## config.mk

```make
export PLATFORM = sky130hd
export DESIGN_NAME = led8_bar_arbiter
export DESIGN_NICKNAME = d
export VERILOG_FILES = /design/src/rtl/led8_bar_arbiter_pkg.sv /design/src/rtl/led8_bar_arbiter_slow_clk_tick.sv /design/src/rtl/led8_bar_arbiter.sv
export SDC_FILE = /design/constraint.sdc
export NUM_CORES = 1
export LEC_CHECK = 0
export ABC_AREA = 1
export CAP_MARGIN = 20
export CORE_MARGIN = 5
export CORE_UTILIZATION = 39
export DETAILED_ROUTE_END_ITERATION = 16
export GPL_ROUTABILITY_DRIVEN = 0
export HOLD_SLACK_MARGIN = 0.02
export PLACE_DENSITY = 0.74
export SLEW_MARGIN = 15
export SYNTH_ARGS = -nofsm -noshare
export SYNTH_HDL_FRONTEND = slang
export SYNTH_HIERARCHICAL = 1
export SYNTH_SLANG_ARGS = --single-unit
```

## constraint.sdc

```tcl
create_clock -name fpga_clk -period 1.2 [get_ports fpga_clk]
set_input_delay 0.18 -clock fpga_clk [delete_from_list [all_inputs] [get_ports fpga_clk]]
set_output_delay 0.18 -clock fpga_clk [all_outputs]
set_load 0.03 [all_outputs]
```

## src/rtl/led8_bar_arbiter_pkg.sv

```systemverilog
// led8_bar_arbiter_pkg: shared state codes, requester indices, idle pattern and the normal-source swap helper
package led8_bar_arbiter_pkg;
  typedef enum logic [1:0] {
    ST_IDLE  = 2'd0,
    ST_SERVE = 2'd1,
    ST_ALARM = 2'd2
  } state_t;
  localparam int REQ_ALARM = 0;
  localparam int REQ_A = 1;
  localparam int REQ_B = 2;
  localparam logic [7:0] DEFAULT_IDLE_PATTERN = 8'h00;
  function automatic logic [1:0] other_src(input logic [1:0] k);
    return k == 2'd1 ? 2'd2 : 2'd1;
  endfunction
endpackage

```

## src/rtl/led8_bar_arbiter_slow_clk_tick.sv

```systemverilog
// slow_clk_tick: 2-flop sync + rising-edge detect of slow (clk domain), registered one-cycle tick; ports clk, rst_n (async low), slow, tick
module slow_clk_tick (
  input  logic clk,
  input  logic rst_n,
  input  logic slow,
  output logic tick
);
  logic [2:0] sync;
  always_ff @(posedge clk or negedge rst_n) begin
    if (!rst_n) begin
      sync <= 3'b000;
      tick <= 1'b0;
    end else begin
      sync <= {sync[1:0], slow};
      tick <= sync[1] & ~sync[2];
    end
  end
endmodule

```

## src/rtl/led8_bar_arbiter.sv

```systemverilog
// led8_bar_arbiter: alarm-priority, round-robin LED bar sharing; ports fpga_clk, sys_init_ctrl_n (async low), clk_1Hz, req[2:0], pat0..2 -> gnt[2:0], led[7:0]
module led8_bar_arbiter
  import led8_bar_arbiter_pkg::*;
#(
  parameter int DWELL_TICKS = 4,
  parameter logic [7:0] IDLE_PATTERN = DEFAULT_IDLE_PATTERN,
  parameter bit BLINK_ALARM = 1'b1
) (
  input  logic       fpga_clk,
  input  logic       sys_init_ctrl_n,
  input  logic       clk_1Hz,
  input  logic [2:0] req,
  input  logic [7:0] pat0,
  input  logic [7:0] pat1,
  input  logic [7:0] pat2,
  output logic [2:0] gnt,
  output logic [7:0] led
);
  localparam logic [3:0] DWELL = 4'(DWELL_TICKS);
  state_t state, state_d;
  logic [1:0] rr, rr_d;
  logic [3:0] dwell, dwell_d;
  logic phase, phase_d, tick;
  logic [2:0] gnt_d;
  logic [7:0] led_d;

  slow_clk_tick u_tick (.clk(fpga_clk), .rst_n(sys_init_ctrl_n), .slow(clk_1Hz), .tick(tick));

  dwell_range: assert property (@(posedge fpga_clk) DWELL_TICKS >= 1 && DWELL_TICKS <= 15);

  always_ff @(posedge fpga_clk or negedge sys_init_ctrl_n) begin
    if (!sys_init_ctrl_n) begin
      state <= ST_IDLE;
      rr <= 2'd1;
      dwell <= 4'd0;
      phase <= 1'b1;
      gnt <= 3'b000;
      led <= IDLE_PATTERN;
    end else begin
      state <= state_d;
      rr <= rr_d;
      dwell <= dwell_d;
      phase <= phase_d;
      gnt <= gnt_d;
      led <= led_d;
    end
  end

  // While serving, rr always names the owner, so a preempted owner wins the next tie.
  always_comb begin
    state_d = state;
    rr_d = rr;
    dwell_d = dwell;
    phase_d = phase;
    case (state)
      ST_IDLE: begin
        if (req[REQ_ALARM]) begin
          state_d = ST_ALARM;
          phase_d = 1'b1;
        end else if (req[REQ_A] || req[REQ_B]) begin
          state_d = ST_SERVE;
          rr_d = req[REQ_A] && req[REQ_B] ? rr : req[REQ_A] ? 2'd1 : 2'd2;
          dwell_d = DWELL;
        end
      end
      ST_SERVE: begin
        if (req[REQ_ALARM]) begin
          state_d = ST_ALARM;
          phase_d = 1'b1;
        end else if (!req[rr]) begin
          state_d = ST_IDLE;
          rr_d = other_src(rr);
        end else if (tick) begin
          dwell_d = dwell - 4'd1;
          if (dwell <= 4'd1) begin
            dwell_d = DWELL;
            rr_d = req[other_src(rr)] ? other_src(rr) : rr;
          end
        end
      end
      ST_ALARM: begin
        if (!req[REQ_ALARM]) state_d = ST_IDLE;
        else if (tick && BLINK_ALARM) phase_d = ~phase;
      end
      default: state_d = ST_IDLE;
    endcase
  end

  always_comb begin
    gnt_d = state == ST_SERVE ? (rr == 2'd2 ? 3'b100 : 3'b010) : state == ST_ALARM ? 3'b001 : 3'b000;
    led_d = state == ST_SERVE ? (rr == 2'd2 ? pat2 : pat1) :
            state == ST_ALARM ? (phase || !BLINK_ALARM ? pat0 : 8'h00) : IDLE_PATTERN;
  end
endmodule

```

==> results.cfg, run 1 <==
[sta]
fin_crit_sh = 1.142
maxSlewViolCount = 0
period_needed_ns = 1.371
skew_ns = 0.001460
finalHoldViolations = 0
fin_ws_ns = -0.1707
fmaxAchievable_mhz = 729.5
finalSetupViolations = 16
rsz0062_at_grt = true
maxSlewHeadroom = 0.8119
setup_tns_ns = -1.670
hold_slack_ns = 0.1870
tightest_slew_ns = 0.2792

[detailed_routing]
vias = 1234
ant_nets = 0
avgViaCountPerCell = 5.120
drtIter0Drc = 69
first_pass_iters = 4
drt-total-wl_um = 3991
drc = 0
wire_per_inst_um = 16.56

[yosys]
avgSynthCellArea_um2 = 8.317
synth_top_cells_by_count = nand2_1 (51), dfrtp_1 (22), nand3_1 (15)
synth_area_leader_cell = dfrtp_1
synth_top_area_frac = 0.4867
synth_nets = 168
synth-seq-cells = 24
ys.flop_type = dfrtp_1
syn_inst = 136
yosysUniqueCellTypes = 21
synthTopCellsByArea = dfrtp_1 (49%), nand2_1 (17%), nand3_1 (6.6%), dfstp_2 (4.6%), inv_1 (4.3%)
ys_seq_area_frac = 0.5332
yosysMostFrequentCell = nand2_1
yosys_warnings = 6
synth_edf_count = 0
netlist_area_um2 = 1131
synth_async_sr_flop_share = 1.000

[floorplan]
core.rowCount = 19
core_area_um2 = 2758
start_util = 0.4102
chipHeight_um = 63.86
fp.dieW_um = 63.86
io_pins = 41
die_area_um2 = 4077

[power]
max-vdd-ir-drop_uv = 1089
power_leakage_nw = 1.084
power_density_nw_per_um2 = 1257

[layout]
diodes = 0
syn2layout_area_growth_pct = 87.50
seq_area_um2 = 604.3
fillers = 169
multi_input_area_um2 = 738.2
final_util = 0.7691
drive_above_1_share = 0.4810
fin_nets = 243

[global_route]
grt_pass1_wl_um = 5989
antenna_found_initial = 0
grt_max_degree = 25
grt_pass1_vias = 1305
grt-ovfl-total = 0
grt_usage = 0.1860

[setup_path]
max_stage_delay_ns = 0.47
critPathCaptureType = flip-flop
critPathLaunchType = flip-flop
critical_path_class = reg2reg
critPathBufInv = 2
crit_chain = inv_2 > ha_4 > inv_2 > nand2_2 > nand2_2 > nand2_2 > nand3_2 > nand2_4 > nand2_4 > nand2_2 > nand2_1
crit_arrival_ns = 1.60
crit_path_max_fanout = 3
path_delay_family = simple AND/OR/NAND/NOR gates
slowest_stage = dfrtp_2
worst_ep_required_time_ns = 1.43
crit_top_cell = nand2_2
r2r-start = dwell[0]
crit_path_start = dwell[0]

[cts]
ctsHoldBuffers = 0
htree_levels = 1
clk_path_buf_depth = 2
cts_made_buffers = 3
cts_tree = done
clkSinkCount = 24
clk_pin_slew_ns = 0.13
clkLatencyLatePin_ns = 0.32
root_buffer = clkbuf_4

[job]
max-cap-violations = 0

[run_status]
violations = negative setup slack
status = complete, but fails checks

[place]
port_buffers = 40
hpwl_um = 2115

[worst_hold_path]
hp-class = in2async
-- area by class of cell --
cell class                 count  share of cell area
multi-input combinational     97              0.3481
timing repair buffer          70              0.3097
sequential                    24              0.2850
inverter                      15             0.02655
tap                           31             0.01829
clock buffer                   4             0.01239
-- path summary, 6_finish.rpt --
| kind | to | slack [ns] | cells after the start |
|---|---|---|---|
| setup / recovery | rr[1] | -0.17 | 11 |
| hold / removal | led[3] | 0.19 | 2 |
| setup reg to reg | rr[1] | -0.17 | 11 |
| hold reg to reg | u_tick/sync[1] | 0.38 | 0 |
| max in group asynchronous | phase | 0.79 | 2 |
| min in group fpga_clk | u_tick/sync[0] | 0.29 | 1 |
-- state kept, by name (all words and copies together), names as in the netlist --
register     cells
phase            1
rr               2
u_tick/sync      3
u_tick/tick      1
state            2
dwell            4
led              8
gnt              3
-- cell families (layout without fill, tap and decap cells) --
group | count (synthesis) | count (layout) | synth area share
AO/OA/AOI/OAI | 13 | 13 | 0.06194
XOR/XNOR | 2 | 2 | 0.01549
adder cells (fa/ha/maj) | 2 | 2 | 0.02212
buffers and inverters | 16 | 89 | 0.05420
flip-flops | 24 | 24 | 0.5332
AND/OR/NAND/NOR | 79 | 80 | 0.3131
-- timing repair --
item	4_1_cts	5_1_grt
pin swaps	11	17
hold endpoints to repair	0	0
setup endpoints to repair	22	22
gates cloned	1	2
buffers inserted	9	7
resized for setup	62	45
-- through the flow --
stage / instances / setup slack, ns / instance area, um^2 / power (mW)
2_1_floorplan: 136 / -0.06424 / 1140 / 1.507
3_3_place_gp: 220 / -0.1789 / 1683 / 1.873
3_5_place_dp: 220 / -0.2205 / 1683 / 1.904
4_1_cts: 234 / -0.1501 / 1993 / 2.434
5_1_grt: 241 / -0.2766 / 2121 / 2.842
6_report: 241 / -0.1707 / 2121 / 2.666
-- cells in the final DEF, fill, tap and decap left out, types with 2 or more instances in the layout --
| cell | count |
|---|---|
| nand2_4 | 13 |
| a21oi_4 | 2 |
| buf_12 | 3 |
| inv_2 | 6 |
| clkdlybuf4s50_1 | 29 |
| buf_4 | 24 |
| clkbuf_4 | 3 |
| ha_4 | 2 |
| dfstp_2 | 2 |
| nand2_2 | 12 |
| dfrtp_1 | 21 |
| inv_1 | 9 |
| nand3_1 | 6 |
| o21ai_1 | 5 |
| nand2_1 | 26 |
| nor2_4 | 5 |
| nand3_2 | 9 |
| nor2_1 | 5 |
| buf_6 | 9 |
| buf_2 | 5 |
-- power breakdown --
part,switching [mW],total [mW],internal (mW)
clock network,0.247,0.377,0.130
registers,0.102,1.04,0.942
logic,0.663,1.24,0.581
-- per-layer routing --
metal  vias up  part of all wire  track usage
met1       591              0.34       0.2000
met4         0             0.035      0.07792
met5         -                 0            0
met2        51              0.55       0.3291
met3        15             0.078      0.06305
li1        577                 -            -
Power figures use the tool's default switching activity.
==> inputs of run 2 (changes only) <==
CAP_MARGIN = 10   (was 20)
CORE_MARGIN = default   (was 5)
==> run 2 against run 1 <==
Compared with the run above: the run still ends with negative setup slack left; clock skew increased by 0.0033 ns; sequential power about the same; clock power increased by 54%; cell area decreased by 8.0%; sequential share of layout area increased by 2.5 points; via count decreased by 5.0%; routed wire length decreased by 19%; clock-buffer cell count decreased by 1; critical path depth decreased by 4; combinational power decreased by 11%; highest routed layer unchanged; critical path type unchanged; hold slack improved by 0.0092 ns.
==> results.cfg, run 2 (synthesized netlist as in run 1, its figures left out) <==
[setup_path]
r2r-start = rr[0]
critPathLaunchType = flip-flop
crit_path_max_fanout = 6
critPathBufInv = 0
path_delay_family = flip-flops
worst_ep_required_time_ns = 1.42
reg2reg_slack_ns = -0.19
critical_path_class = reg2reg
critPathCaptureType = flip-flop
slowest_stage = dfstp_2
crit_chain = nand2_1 > o211ai_1 > nand2_1 > nand2_2 > nand2_2 > nand2_1 > nand2_1
crit_arrival_ns = 1.60
rr_endpoint = rr[1]
crit_top_cell = nand2_1
worst_r2r_path_depth = 7
max_stage_delay_ns = 0.61

[cts]
clk_pin_slew_ns = 0.13
root_buffer = clkbuf_4
clk_path_buf_depth = 2
htree_levels = 1
clkLatencyLatePin_ns = 0.31
ctsHoldBuffers = 0
clkSinkCount = 24
cts_made_buffers = 3
cts_tree = done

[layout]
syn2layout_area_growth_pct = 72.57
final_cell_mix = nand2_1 (42), clkdlybuf4s50_1 (29), buf_4 (28), dfrtp_1 (21)
drive_above_1_share = 0.3883
final_util = 0.7078
regMostFlops = led
largest_reg_flops = 8
fillers = 214
fin_nets = 239
diodes = 0
layout_commonest_cell = nand2_1
top_regs = led (8), dwell (4)

[floorplan]
core_area_um2 = 2758
core.rowCount = 19
chipHeight_um = 55.86
fp.dieW_um = 55.86
die_area_um2 = 3120
start_util = 0.4102
io_pins = 41

[sta]
skew_ns = 0.004730
fin_ws_ns = -0.1874
period_needed_ns = 1.387
fin_crit_sh = 1.156
rsz0062_at_grt = true
maxSlewHeadroom = 0.7820
setup_tns_ns = -1.657
maxSlewViolCount = 0
finalHoldViolations = 0
fmaxAchievable_mhz = 720.8
finalSetupViolations = 16
tightest_slew_ns = 0.3255

[global_route]
antenna_found_initial = 0
grt_pass1_vias = 1213
grt_max_degree = 25
grt-ovfl-total = 0
grt_usage = 0.2045
grt_pass1_wl_um = 5009

[detailed_routing]
vias = 1172
drt-total-wl_um = 3233
first_pass_iters = 4
drtIter0Drc = 34
wire_per_inst_um = 13.64
drc = 0
avgViaCountPerCell = 4.945
ant_nets = 0

[power]
max-vdd-ir-drop_uv = 1419
power_density_nw_per_um2 = 1391
power_leakage_nw = 0.9368

[place]
place_worst_setup_slack_ns = -0.2563
hpwl_um = 2015
port_buffers = 40

[job]
max-cap-violations = 0

[run_status]
status = complete, but fails checks
violations = negative setup slack

[worst_hold_path]
hp-class = in2async
==> run 2: stage by stage <==
stage | hold slack, ns | cell area, um^2 | power, mW | instances
after global routing | 0.1930 | 1952 | 2.870 | 237
after CTS | 0.1884 | 1852 | 2.572 | 231
after floorplan | -0.1156 | 1140 | 1.507 | 136
after detailed placement | 0.3347 | 1698 | 1.908 | 223
after global placement | 0.3494 | 1698 | 1.872 | 223
final | 0.1962 | 1952 | 2.715 | 237
==> run 2: how the worst max path moves through the flow <==
stage | end | cells after the start | from | slack [ns]
finish | rr[1] | 7 | rr[0] | -0.19
global route | rr[1] | 7 | rr[0] | -0.30
CTS | dwell[2] | 6 | rr[0] | -0.11
detailed placement | dwell[0] | 8 | req[2] | -0.26
global placement | rr[1] | 8 | req[1] | -0.18
floorplan | rr[1] | 11 | dwell[0] | -0.06
==> run 2: cell type report <==
type,count,area [um^2],area share
repair buffers,67,605.6,0.3103
flip-flops and latches,24,604.3,0.3096
multi-input cells,96,594.3,0.3045
inverters,15,56.30,0.02885
well taps,31,38.79,0.01987
clock inverters,1,30.03,0.01538
clock buffers,3,22.52,0.01154
==> run 2: worst register-to-register path, delay by kind of cell, from the launching register on <==
family             cells  cell delay (ns)
AOI/OAI and AO/OA      1             0.16
DFF                    1             0.61
and+or+nand+nor        6             0.53
==> run 2: repair_timing <==
action	in CTS	in global routing
setup endpoints to repair	22	20
pin swaps	14	9
endpoints found under the hold margin	0	0
gates cloned	0	0
gates resized for setup	37	27
buffers inserted	4	6
==> run 2: power breakdown <==
group / total (mW) / leakage, nW / switching [mW] / internal (mW)
combinational: 1.10 / 0.606 / 0.598 / 0.507
clock: 0.581 / 0.0279 / 0.244 / 0.338
sequential: 1.03 / 0.303 / 0.0887 / 0.941
==> run 2: routing by layer <==
layer | up-vias | routed length, um | global-route usage
met5 | - | 0 | 0
met4 | 0 | 55 | 0.09059
met3 | 6 | 223 | 0.06047
met2 | 48 | 1777 | 0.3855
met1 | 549 | 1176 | 0.2058
li1 | 569 | - | -
==> inputs of run 3 (changes only) <==
RECOVER_POWER = 50   (was default)
==> run 3 against run 2 <==
Compared with the run above: the run still ends with negative setup slack left; largest power group unchanged; highest routed layer unchanged; clock power about the same; sequential cell count unchanged; critical endpoint unchanged; clock skew rose by 0.0012 ns; die area did not move; setup slack got worse by 0.0038 ns; total power shrank 0.28%; cell area down 0.77%.
==> results.cfg, run 3 (synthesized netlist as in run 1, its figures left out) <==
[run_status]
status = complete, but fails checks
violations = negative setup slack

[detailed_routing]
wire_per_inst_um = 13.67
drtIter0Drc = 33
avgViaCountPerCell = 4.954
first_pass_iters = 4
ant_nets = 0
drt-total-wl_um = 3239
vias = 1174
drc = 0

[global_route]
grt_pass1_vias = 1213
grt_usage = 0.2045
grt_use_met3 = 0.06047
grt.busiest_layer = met2
use_met2 = 0.3855
antenna_found_initial = 0
grt_pass1_wl_um = 5009
grt_use_met1 = 0.2058
grt_max_degree = 25
grt-ovfl-total = 0

[cts]
cts_tree = done
ctsHoldBuffers = 0
clkLatencyLatePin_ns = 0.31
clkSinkCount = 24
cts_made_buffers = 3
clk_path_buf_depth = 2
htree_levels = 1
root_buffer = clkbuf_4
clk_pin_slew_ns = 0.13

[sta]
finalHoldViolations = 0
tightest_slew_ns = 0.5800
setup_tns_ns = -1.658
maxSlewHeadroom = 0.6133
finalSetupViolations = 16
skew_ns = 0.005885
maxSlewViolCount = 0
period_needed_ns = 1.391
rsz0062_at_grt = true
fin_ws_ns = -0.1912
fin_crit_sh = 1.159
fmaxAchievable_mhz = 718.8

[layout]
largest_reg_flops = 8
regMostFlops = led
top_regs = led (8), dwell (4)
diodes = 0
drive_above_1_share = 0.3883
syn2layout_area_growth_pct = 71.24
fin_nets = 239
stdcell_count = 237
final_cell_mix = nand2_1 (42), buf_4 (28), clkdlybuf4s50_1 (27), dfrtp_1 (21)
layout_commonest_cell = nand2_1

[place]
placedCellCount = 223
port_buffers = 40
hpwl_um = 2015

[setup_path]
slowest_stage = dfstp_2
max_stage_delay_ns = 0.61
crit_chain = nand2_1 > o211ai_1 > nand2_1 > nand2_2 > nand2_2 > nand2_1 > nand2_1
critical_path_class = reg2reg
crit_top_cell = nand2_1
crit_path_max_fanout = 6
critPathLaunchType = flip-flop
worst_ep_required_time_ns = 1.42
critPathCaptureType = flip-flop
crit_arrival_ns = 1.61

[floorplan]
start_util = 0.4102
io_pins = 41
core_area_um2 = 2758
core.rowCount = 19
fp.dieW_um = 55.86
chipHeight_um = 55.86
die_area_um2 = 3120

[power]
power_density_nw_per_um2 = 1398
max-vdd-ir-drop_uv = 1418
power_leakage_nw = 0.9320

[worst_hold_path]
hp-class = reg2reg

[job]
max-cap-violations = 0
run 3: through the flow:
stage / power, mW / hold WS [ns] / util / worst slack [ns] / instance area (um^2)
CTS: 2.572 / 0.1884 / 0.6715 / -0.1085 / 1852
global placement: 1.872 / 0.3494 / 0.6157 / -0.1826 / 1698
global route: 2.862 / 0.3746 / 0.7024 / -0.3008 / 1937
finish: 2.708 / 0.3639 / 0.7024 / -0.1912 / 1937
detailed placement: 1.908 / 0.3347 / 0.6157 / -0.2563 / 1698
floorplan: 1.507 / -0.1156 / - / -0.06424 / 1140
run 3: final cells by class:
| type | count | area [um^2] |
|---|---|---|
| sequential | 24 | 604.3 |
| fill | 216 | 820.8 |
| multi-input combinational | 96 | 594.3 |
| timing repair buffer | 67 | 590.6 |
| inverter | 15 | 56.30 |
| clock inverter | 1 | 30.03 |
| tap | 31 | 38.79 |
| clock buffer | 3 | 22.52 |
run 3: power by group:
| part | total (mW) | switching, mW | internal [mW] |
|---|---|---|---|
| registers | 1.03 | 0.0889 | 0.941 |
| logic | 1.10 | 0.597 | 0.500 |
| clock network | 0.581 | 0.243 | 0.338 |
| total | 2.71 | 0.929 | 1.78 |
run 3: worst paths after layout:
| check | from | end | slack, ns | cells past startpoint |
|---|---|---|---|---|
| setup / recovery | rr[0] | rr[1] | -0.19 | 7 |
| hold / removal | u_tick/sync[0] | u_tick/sync[1] | 0.36 | 0 |
| setup reg to reg | rr[0] | rr[1] | -0.19 | 7 |
| hold reg to reg | u_tick/sync[0] | u_tick/sync[1] | 0.36 | 0 |
| max in group asynchronous | sys_init_ctrl_n | state[1] | 0.41 | 2 |
| min in group asynchronous | sys_init_ctrl_n | dwell[0] | 0.38 | 2 |
run 3: worst max-delay path, delay by kind of cell (launching register included):
kind | cells | cell delay, ns
and+or+nand+nor | 6 | 0.53
AOI/OAI and AO/OA | 1 | 0.16
DFF | 1 | 0.61
run 3: what timing repair did:
item / CTS / global route
cloned: 0 / 0
buffers inserted: 4 / 6
endpoints found under the setup margin: 22 / 20
gates resized for setup: 37 / 27
pin swaps: 14 / 9
run 3: layer usage:
layer | share of wire | up-vias
met4 | 0.015 | 0
met1 | 0.37 | 555
met5 | 0 | -
met2 | 0.55 | 46
met3 | 0.067 | 4
li1 | - | 569
